**src/rtl/time_display_pkg.sv**
```systemverilog
// rtl/time_display_pkg.sv - shared types, constants and segment decoder for time_display
package time_display_pkg;

    typedef enum logic [1:0] {
        CAPTURE,
        SHIFT,
        IDLE,
        COMMIT
    } conv_state_t;

    localparam int NUM_DIGITS = 6;

    // Active-low segment patterns, bit order g..a
    localparam logic [6:0] SEG_0    = 7'b1000000;
    localparam logic [6:0] SEG_1    = 7'b1111001;
    localparam logic [6:0] SEG_2    = 7'b0100100;
    localparam logic [6:0] SEG_3    = 7'b0110000;
    localparam logic [6:0] SEG_4    = 7'b0011001;
    localparam logic [6:0] SEG_5    = 7'b0010010;
    localparam logic [6:0] SEG_6    = 7'b0000010;
    localparam logic [6:0] SEG_7    = 7'b1111000;
    localparam logic [6:0] SEG_8    = 7'b0000000;
    localparam logic [6:0] SEG_9    = 7'b0010000;
    localparam logic [6:0] SEG_DASH = 7'b0111111;

    // dp is active-low; zeros mark the HH.MM.SS separators at idx2 and idx4
    localparam logic [5:0] DP_MASK = 6'b101011;

    // Digit-register code used for an out-of-range field
    localparam logic [3:0] DIGIT_DASH = 4'hA;

    function automatic logic [6:0] seg_decode(input logic [3:0] d);
        logic [6:0] s;
        case (d)
            4'd0:    s = SEG_0;
            4'd1:    s = SEG_1;
            4'd2:    s = SEG_2;
            4'd3:    s = SEG_3;
            4'd4:    s = SEG_4;
            4'd5:    s = SEG_5;
            4'd6:    s = SEG_6;
            4'd7:    s = SEG_7;
            4'd8:    s = SEG_8;
            4'd9:    s = SEG_9;
            default: s = SEG_DASH;
        endcase
        return s;
    endfunction

endpackage

```
**src/rtl/time_display_bin2bcd_seq.sv**
```systemverilog
// rtl/time_display_bin2bcd_seq.sv - 7-bit sequential double-dabble binary to BCD converter
module bin2bcd_seq (
    input  logic       clk,
    input  logic       rst,
    input  logic       start,
    input  logic [6:0] bin,
    output logic [7:0] bcd,
    output logic       done
);

    logic [6:0] bin_q;
    logic [2:0] steps;
    logic [7:0] adj;

    // Add 3 to any BCD nibble >= 5 ahead of the next shift
    always_comb begin
        adj = bcd;
        if (bcd[3:0] >= 4'd5) adj[3:0] = bcd[3:0] + 4'd3;
        if (bcd[7:4] >= 4'd5) adj[7:4] = bcd[7:4] + 4'd3;
    end

    // High during the final shift cycle so the sequencer can commit on the next edge
    assign done = (steps == 3'd1);

    // Load on start, then run seven adjust-and-shift steps
    always_ff @(posedge clk or negedge rst) begin
        if (!rst) begin
            bin_q <= '0;
            bcd   <= '0;
            steps <= '0;
        end else if (start) begin
            bin_q <= bin;
            bcd   <= '0;
            steps <= 3'd7;
        end else if (steps != 3'd0) begin
            {bcd, bin_q} <= {adj, bin_q} << 1;
            steps        <= steps - 3'd1;
        end
    end

endmodule

```
**src/rtl/time_display.sv**
```systemverilog
// rtl/time_display.sv - multiplexed HH.MM.SS six-digit seven-segment driver
module time_display
    import time_display_pkg::*;
#(
    parameter int SCAN_DIV = 50000
) (
    input  logic       clk,
    input  logic       rst,
    input  logic [6:0] second,
    input  logic [6:0] minute,
    input  logic [6:0] hour,
    output logic [6:0] seg,
    output logic       dp,
    output logic [5:0] an
);

    localparam int CW = $clog2(SCAN_DIV);

    logic [CW-1:0] cnt;
    logic [2:0]    idx;
    logic          tick;
    logic          wrap;

    conv_state_t   state;
    logic [6:0]    sh_sec, sh_min, sh_hr;
    logic [NUM_DIGITS-1:0][3:0] digit;

    logic [7:0]    bcd_sec, bcd_min, bcd_hr;
    logic          done_sec, done_min, done_hr;
    logic          start;
    logic          sec_ok, min_ok, hr_ok;

    assign tick   = (cnt == CW'(SCAN_DIV - 1));
    assign wrap   = tick && (idx == 3'd5);
    assign start  = (state == CAPTURE);
    assign sec_ok = (sh_sec <= 7'd59);
    assign min_ok = (sh_min <= 7'd59);
    assign hr_ok  = (sh_hr  <= 7'd23);

    bin2bcd_seq u_sec (.clk(clk), .rst(rst), .start(start), .bin(second), .bcd(bcd_sec), .done(done_sec));
    bin2bcd_seq u_min (.clk(clk), .rst(rst), .start(start), .bin(minute), .bcd(bcd_min), .done(done_min));
    bin2bcd_seq u_hr  (.clk(clk), .rst(rst), .start(start), .bin(hour),   .bcd(bcd_hr),  .done(done_hr));

    // Prescaler and digit scan counter
    always_ff @(posedge clk or negedge rst) begin
        if (!rst) begin
            cnt <= '0;
            idx <= '0;
        end else begin
            cnt <= tick ? '0 : cnt + 1'b1;
            if (tick) idx <= (idx == 3'd5) ? 3'd0 : idx + 3'd1;
        end
    end

    // Conversion sequencer: snapshot once per frame, convert, then commit digits
    always_ff @(posedge clk or negedge rst) begin
        if (!rst) begin
            state  <= CAPTURE;
            sh_sec <= '0;
            sh_min <= '0;
            sh_hr  <= '0;
            digit  <= '0;
        end else begin
            case (state)
                CAPTURE: begin
                    sh_sec <= second;
                    sh_min <= minute;
                    sh_hr  <= hour;
                    state  <= SHIFT;
                end
                SHIFT: begin
                    if (done_sec && done_min && done_hr) state <= COMMIT;
                end
                COMMIT: begin
                    digit[0] <= sec_ok ? bcd_sec[3:0] : DIGIT_DASH;
                    digit[1] <= sec_ok ? bcd_sec[7:4] : DIGIT_DASH;
                    digit[2] <= min_ok ? bcd_min[3:0] : DIGIT_DASH;
                    digit[3] <= min_ok ? bcd_min[7:4] : DIGIT_DASH;
                    digit[4] <= hr_ok  ? bcd_hr[3:0]  : DIGIT_DASH;
                    digit[5] <= hr_ok  ? bcd_hr[7:4]  : DIGIT_DASH;
                    state    <= IDLE;
                end
                IDLE: begin
                    if (wrap) state <= CAPTURE;
                end
                default: state <= CAPTURE;
            endcase
        end
    end

    // Registered display outputs follow the scan index one cycle later
    always_ff @(posedge clk or negedge rst) begin
        if (!rst) begin
            an  <= 6'b111110;
            seg <= SEG_0;
            dp  <= 1'b1;
        end else begin
            an  <= ~(6'b000001 << idx);
            seg <= seg_decode(digit[idx]);
            dp  <= DP_MASK[idx];
        end
    end

endmodule

```
**config.mk**
```make
export PLATFORM = sky130hd
export DESIGN_NAME = time_display
export DESIGN_NICKNAME = d
export VERILOG_FILES = /design/src/rtl/time_display_pkg.sv /design/src/rtl/time_display_bin2bcd_seq.sv /design/src/rtl/time_display.sv
export SDC_FILE = /design/constraint.sdc
export NUM_CORES = 1
export LEC_CHECK = 0
export ABC_AREA = 1
export BUFFER_PORTS_ARGS = -buffer_cell sky130_fd_sc_hd__buf_2
export CELL_PAD_IN_SITES_DETAIL_PLACEMENT = 2
export CELL_PAD_IN_SITES_GLOBAL_PLACEMENT = 2
export CORE_ASPECT_RATIO = 1.1
export CORE_MARGIN = 8
export CORE_UTILIZATION = 38
export DETAILED_ROUTE_END_ITERATION = 6
export GPL_TIMING_DRIVEN = 0
export PLACE_DENSITY_LB_ADDON = 0.1
export SLEW_MARGIN = 15
export SYNTH_ARGS = -nofsm -noshare
export SYNTH_HDL_FRONTEND = slang
export SYNTH_HIERARCHICAL = 1
export SYNTH_SLANG_ARGS = --single-unit
```
**constraint.sdc**
```tcl
create_clock -name clk -period 2.44 [get_ports clk]
set_input_delay 0.488 -clock clk [delete_from_list [all_inputs] [get_ports clk]]
set_output_delay 0.488 -clock clk [all_outputs]
set_load 0.01 [all_outputs]
```
# After elaboration in Yosys (flattened, before gate mapping)
# Memories as Yosys holds them, arrays and structs flattened. A register that Yosys moved wholly into a read port is not among the register bits.
# Index checks and enable logic that the tools add are counted.
[classes] n_addsub=11 magnitude_cmp=10 eq_ne=10 shifts=1 n_mux=37 n_bitwise=1 reduce_logical=13
[ops] operator="$mux W8" count=6
[ops] operator="$mux W7" count=6
[ops] operator="$mux W4" count=10
[ops] operator="$mux W3" count=10
[ops] operator="$ge A4 B3 Y1 const B" count=6
[ops] operator="$add A16 B1 Y16 const B" count=1
[ops] operator="$eq A16 B16 Y1 const B" count=1
[ops] operator="$mux W16" count=1
[ops] operator="$le A7 B6 Y1 const B" count=2
[ops] operator="$add A4 B2 Y4 const B" count=3
[ops] operator="$bmux W4 S3" count=1
[ops] operator="$add A3 B2 Y3 const B" count=3
[ops] operator="$eq A3 B1 Y1 const B" count=3
[ops] operator="$reduce_bool A3 Y1" count=3
[ops] operator="$sub A3 B1 Y3 const B" count=3
[ops] operator="$pmux W2 S4" count=1
[ops] operator="$le A7 B5 Y1 const B" count=1
[ops] operator="$not A6 Y6" count=1
[ops] operator="$reduce_bool A2 Y1" count=3
[ops] operator="$shl A1 B3 Y6 const A" count=1
[ops] operator="$eq A2 B2 Y1 const B" count=2
[ops] operator="$lt A3 B4 Y1 const B" count=1
[ops] operator="$mux W2" count=2
[ops] operator="$ne A2 B2 Y1 const B" count=2
[ops] operator="7 further kinds" count=10
[word_totals] register_bits=126 mem_bits_ro=120 n_memories=2
[mem_list] name="(name not given)" depth=16 word_bits=7 read_ports=1 rd_clocked_by_memory_dff=1 write_ports=0 line_no="time_display_pkg.sv:34" source="case (d)"
[mem_list] name="(name not given)" depth=8 word_bits=1 read_ports=1 rd_clocked_by_memory_dff=1 write_ports=0 line_no="time_display.sv:100" source="dp <= DP_MASK[idx];"

# Depth between registers and ports, before layout
[logic_depth] depth_word=5 mapped_depth=14 depth_no_buf=14

# Hierarchy
# Netlist, hierarchy kept.
[by_module_without_submodules] mod="time_display" instances=1 cells_each=396 area_each_um2=3468.3
[by_module_without_submodules] mod="bin2bcd_seq" instances=3 cells_each=121 area_each_um2=1077.3

# Worst setup path before layout
# No wires, ideal clock.
[synth_timing] path_kind="register to register" startpoint="register idx[0]" endpoint="register seg[1]" setup_ps=113 t_arrival_ps=1584 required_ps=2327 path_slack_ps=743 stages_incl_launch_ff=13 synth_period_minus_slack_ps=1697 cell_sequence="dfrtp_1 buf_6 nor2_2 nand2_2 nor2_1 nor2_1 nand2_1 inv_1 ha_1 nand3_1 nand2_1 nand2_1 inv_1"
[synth_between] elab_chain_cells=2
[synth_lines] item="start, declared" line_no="time_display.sv:20" source="logic [2:0] idx;"
[synth_lines] item="start signal, assigned" line_no="time_display.sv:51" source="if (tick) idx <= (idx == 3'd5) ? 3'd0 : idx + 3'd1;"
[synth_lines] item="$bmux W4 S3" line_no="time_display.sv:99" source="seg <= seg_decode(digit[idx]);"
[synth_lines] item="$mux W4 (implied by the code)" line_no="time_display.sv:99"
[synth_lines] item="end, declared" line_no="time_display.sv:12" source="output logic [6:0] seg,"
# No other way between the ends. The select of a mux whose other input is x is not followed.
# A chain may end at the register's enable or synchronous reset.

# Worst setup path in the final report
[layout_timing] startpoint="register state[1]" endpoint="register u_min.bin_q[3]"
[layout_between] elab_chain_cells=2 word_cells_on_any_way=3
[layout_lines] item="start, declared" line_no="time_display.sv:24" source="conv_state_t state;"
[layout_lines] item="start signal, assigned" line_no="time_display.sv:58" source="state <= CAPTURE;"
[layout_lines] item="start signal, assigned" line_no="time_display.sv:69" source="state <= SHIFT;"
[layout_lines] item="start signal, assigned" line_no="time_display.sv:72" source="if (done_sec && done_min && done_hr) state <= COMMIT;"
[layout_lines] item="$logic_not A2 Y1 *" line_no="time_display.sv:35" source="assign start = (state == CAPTURE);"
[layout_lines] item="net start" line_no="time_display.sv:30" source="logic start;"
[layout_lines] item="$mux W7 / $reduce_bool A2 Y1 (equally long branches)"
[layout_lines] item="end signal, assigned" line_no="time_display_bin2bcd_seq.sv:32" source="bin_q <= bin;"
[layout_lines] item="end signal, assigned" line_no="time_display_bin2bcd_seq.sv:36" source="{bcd, bin_q} <= {adj, bin_q} << 1;"
[layout_lines] item="end, declared" line_no="time_display_bin2bcd_seq.sv:11" source="logic [6:0] bin_q;"
# Mark *: on every way through the listed nets, which the timed path passes. The rest lies on a longest branch.

==> impl_metrics.csv <==
group,metric,value,unit
outcome,status,"finished clean",
synthesis,synthSimpleGateAreaFrac,0.262,
drt,vias_per_cell,4.95,
die,start_util,0.383,
critical_path,crit_path_max_fanout,10,
grt,grtUsageMet1,0.205,
synthesis,yosys.area_share.xor_xnor,0.0157,
critical_path,startpoint_type,"flip-flop",
clock_network,clock_latency,0.42,ns
synthesis,synth_top_family_by_area,"simple AND/OR/NAND/NOR gates",
grt,grtUsageTotal,0.177,
critical_path,required,2.75,ns
synthesis,synthCells,759,
grt,grt_pass1_vias,6141,
die,die_w,143,um
min_path,hold_path.class,"input port to async pin",
synthesis,synth_fa_ha_area_frac,0.0542,
die,rows,51,
grt,antenna_found_initial,0,
synthesis,synth_area,0.00670,mm^2
placed_design,globalplace.congestion,0.793,
timing,timing.fmax,485,MHz
critical_path,cp_slowest_cell,"nor2_1",
placed_design,pre_cts_slack,0.317,ns
drt,drc,0,
final_layout,final_core_util,0.449,
timing,drv_slew,0,
job,max_cap_violations,0,
timing,setup_viol,0,
critical_path,critPathMaxStageDelay,0.46,ns
pwr,peakVddDrop,0.477,mV
drt,routed_wl,17900,um
synthesis,syn_area_per_cell,8.83,um^2
critical_path,crit_family,"buffers and inverters",
drt,wl_per_cell,16.8,um
die,pin_count,37,
critical_path,crit_path_cell_trace,"nor2_1, buf_2, buf_6, inv_8, nand3_4, inv_4, buf_12, nand2_2, nand3_2",
synthesis,synthFlopType,"dfrtp_1",
timing,slew_headroom,0.395,
grt,busiest_layer,"met2",
synthesis,yosys_warnings,6,
timing,worstMarginPinSlew,0.896,ns
synthesis,ys_seq_elements,127,
grt,grt_use_met2,0.320,
timing,skew,0.0122,ns
synthesis,ys_seq_area_frac,0.476,
grt,met3_usage,0.0349,
final_layout,nNetsFinal,867,
pwr,power.density,799,mW/mm^2
timing,hold_viol,0,
synthesis,yosysUniqueCellTypes,41,
grt,overflow,0,
clock_network,cts-resized-gates,0,
clock_network,clock_path_buffers,2,
critical_path,worstPathArrival,2.37,ns
synthesis,synth_compound_gate_area_share,0.0754,
clock_network,root_buffer,"clkbuf_16",
critical_path,endpoint_kind,"flip-flop",
pwr,total_power,6.27,mW
clock_network,cts-hold-fix-buffers,0,
timing,fin_crit_sh,0.845,
die,die_h,155,um
synthesis,synth-edff-count,0,
clock_network,post_cts_buffers,0,
clock_network,h-tree-depth,4,
grt,grt_pass1_wl,31100,um
timing,rsz0062_at_grt,"false",
drt,drtIter0Drc,222,
grt,grt_max_degree,65,
pwr,power_leakage,4.08,nW
timing,period_minus_slack,2.06,ns
synthesis,syn_nets,811,
critical_path,worst-setup-path-type,"flip-flop to flip-flop",
drt,firstDrtPassIters,4,
timing,fin_ws,0.378,ns
clock_network,cts_tree,"yes",
synthesis,ys_async_sr_fraction,1.00,
clock_network,cts_buffers,17,
synthesis,synthMuxAreaShare,0.0218,
clock_network,clkTransAtPathRegs,0.07,ns
final_layout,area_delta_synth_final,17.1,%
drt,vias,5280,
die,core-area,0.0175,mm^2
placed_design,io_buffers,36,
placed_design,dp_hpwl,13100,um
drt,drtAntennaViolNets,0,
clock_network,clock-sinks,127,
final_layout,drive_gt1_frac,0.199,
critical_path,path_buf_inv,5,
die,dieArea,0.0221,mm^2
final_layout,diodes,0,
worst paths after layout:
check	from	endpoint	slack [ns]	cells after the start
max in group asynchronous	rst	u_hr/bcd[7]	1.64	2
min in group clk	minute[0]	u_min/bin_q[0]	0.28	3
worst max-delay path	state[1]	u_min/bin_q[3]	0.38	9
worst min register to register	digit[0]	digit[0]	0.49	2
worst min-delay path	rst	cnt[11]	0.05	1
worst max register to register	state[1]	u_min/bin_q[3]	0.38	9
kinds of logic after synthesis:
family                   count (synthesis)
AO/OA/AOI/OAI                           78
XOR/XNOR                                12
adder cells (fa/ha/maj)                 29
buffers and inverters                  120
flip-flops                             127
multiplexers                            13
AND/OR/NAND/NOR                        380
final cells by class:
cell class	count	area, um^2
Tap cell	238	298
Buffer	17	204
Fill cell	1939	9640
Inverter	103	432
Clock buffer	17	425
Clock inverter	15	210
Timing Repair Buffer	37	214
Multi-Input combinational cell	512	2880
Sequential cell	127	3190
cell usage after synthesis, drive strengths merged (5+ instances only):
cell type / instances / share of area
o22ai: 6 / 0.0056
inv: 103 / 0.064
dfrtp: 120 / 0.45
xor2: 8 / 0.010
dfstp: 7 / 0.027
nand3: 63 / 0.062
nand2: 244 / 0.15
buf: 15 / 0.029
nor2: 47 / 0.027
o21ai: 39 / 0.030
nand4: 16 / 0.015
a21oi: 18 / 0.016
o211ai: 6 / 0.0067
ha: 29 / 0.054
mux2: 13 / 0.022
nor3: 5 / 0.0045
metrics by stage:
step | std cells | hold WS (ns) | TNS (ns) | area, um^2
floorplan | 759 | 0.192 | 0 | 6700
global placement | 1033 | 0.451 | -110.80 | 7180
detailed placement | 1034 | 0.476 | 0 | 7210
CTS | 1066 | 0.0626 | 0 | 7850
global route | 1066 | 0.0845 | 0 | 7850
finish | 1066 | 0.0504 | 0 | 7850
report_power, final:
group | switching [mW] | internal (mW)
clock | 1.02 | 1.72
sequential | 0.219 | 2.33
combinational | 0.633 | 0.346
layout by cell type (no fill, tap or decap), types with 4 or more instances in the layout:
cell,n
bufinv_16,4
buf_6,6
clkinv_4,6
buf_2,39
buf_12,6
nand2_1,219
nand2_2,21
o21ai_0,37
nor2_1,44
dfstp_2,7
dfrtp_1,120
clkbuf_16,17
nand4_1,16
nor3_1,4
o22ai_1,6
ha_1,29
inv_1,87
a21oi_1,15
inv_2,7
o211ai_1,6
xnor2_1,4
xor2_1,8
inv_6,5
nand3_2,12
nand3_1,48
nand2_4,4
mux2_2,6
mux2_1,7
registers in the layout (all words and copies together), names as in the netlist, 6 cells and up:
register,flops
u_min/bcd,8
u_hr/bcd,8
u_hr/bin_q,7
digit,24
u_min/bin_q,7
cnt,16
u_sec/bcd,8
seg,7
an,6
u_sec/bin_q,7
layer usage:
metal  routed length (um)  part of all wire  vias up
li1                     -                 -     2536
met1                 7760              0.43     2670
met2                 9430              0.53       54
met3                  419             0.023       20
met4                  253             0.014        0
met5                    0                 0        -
No activity file was read; power rests on OpenSTA's default activity.
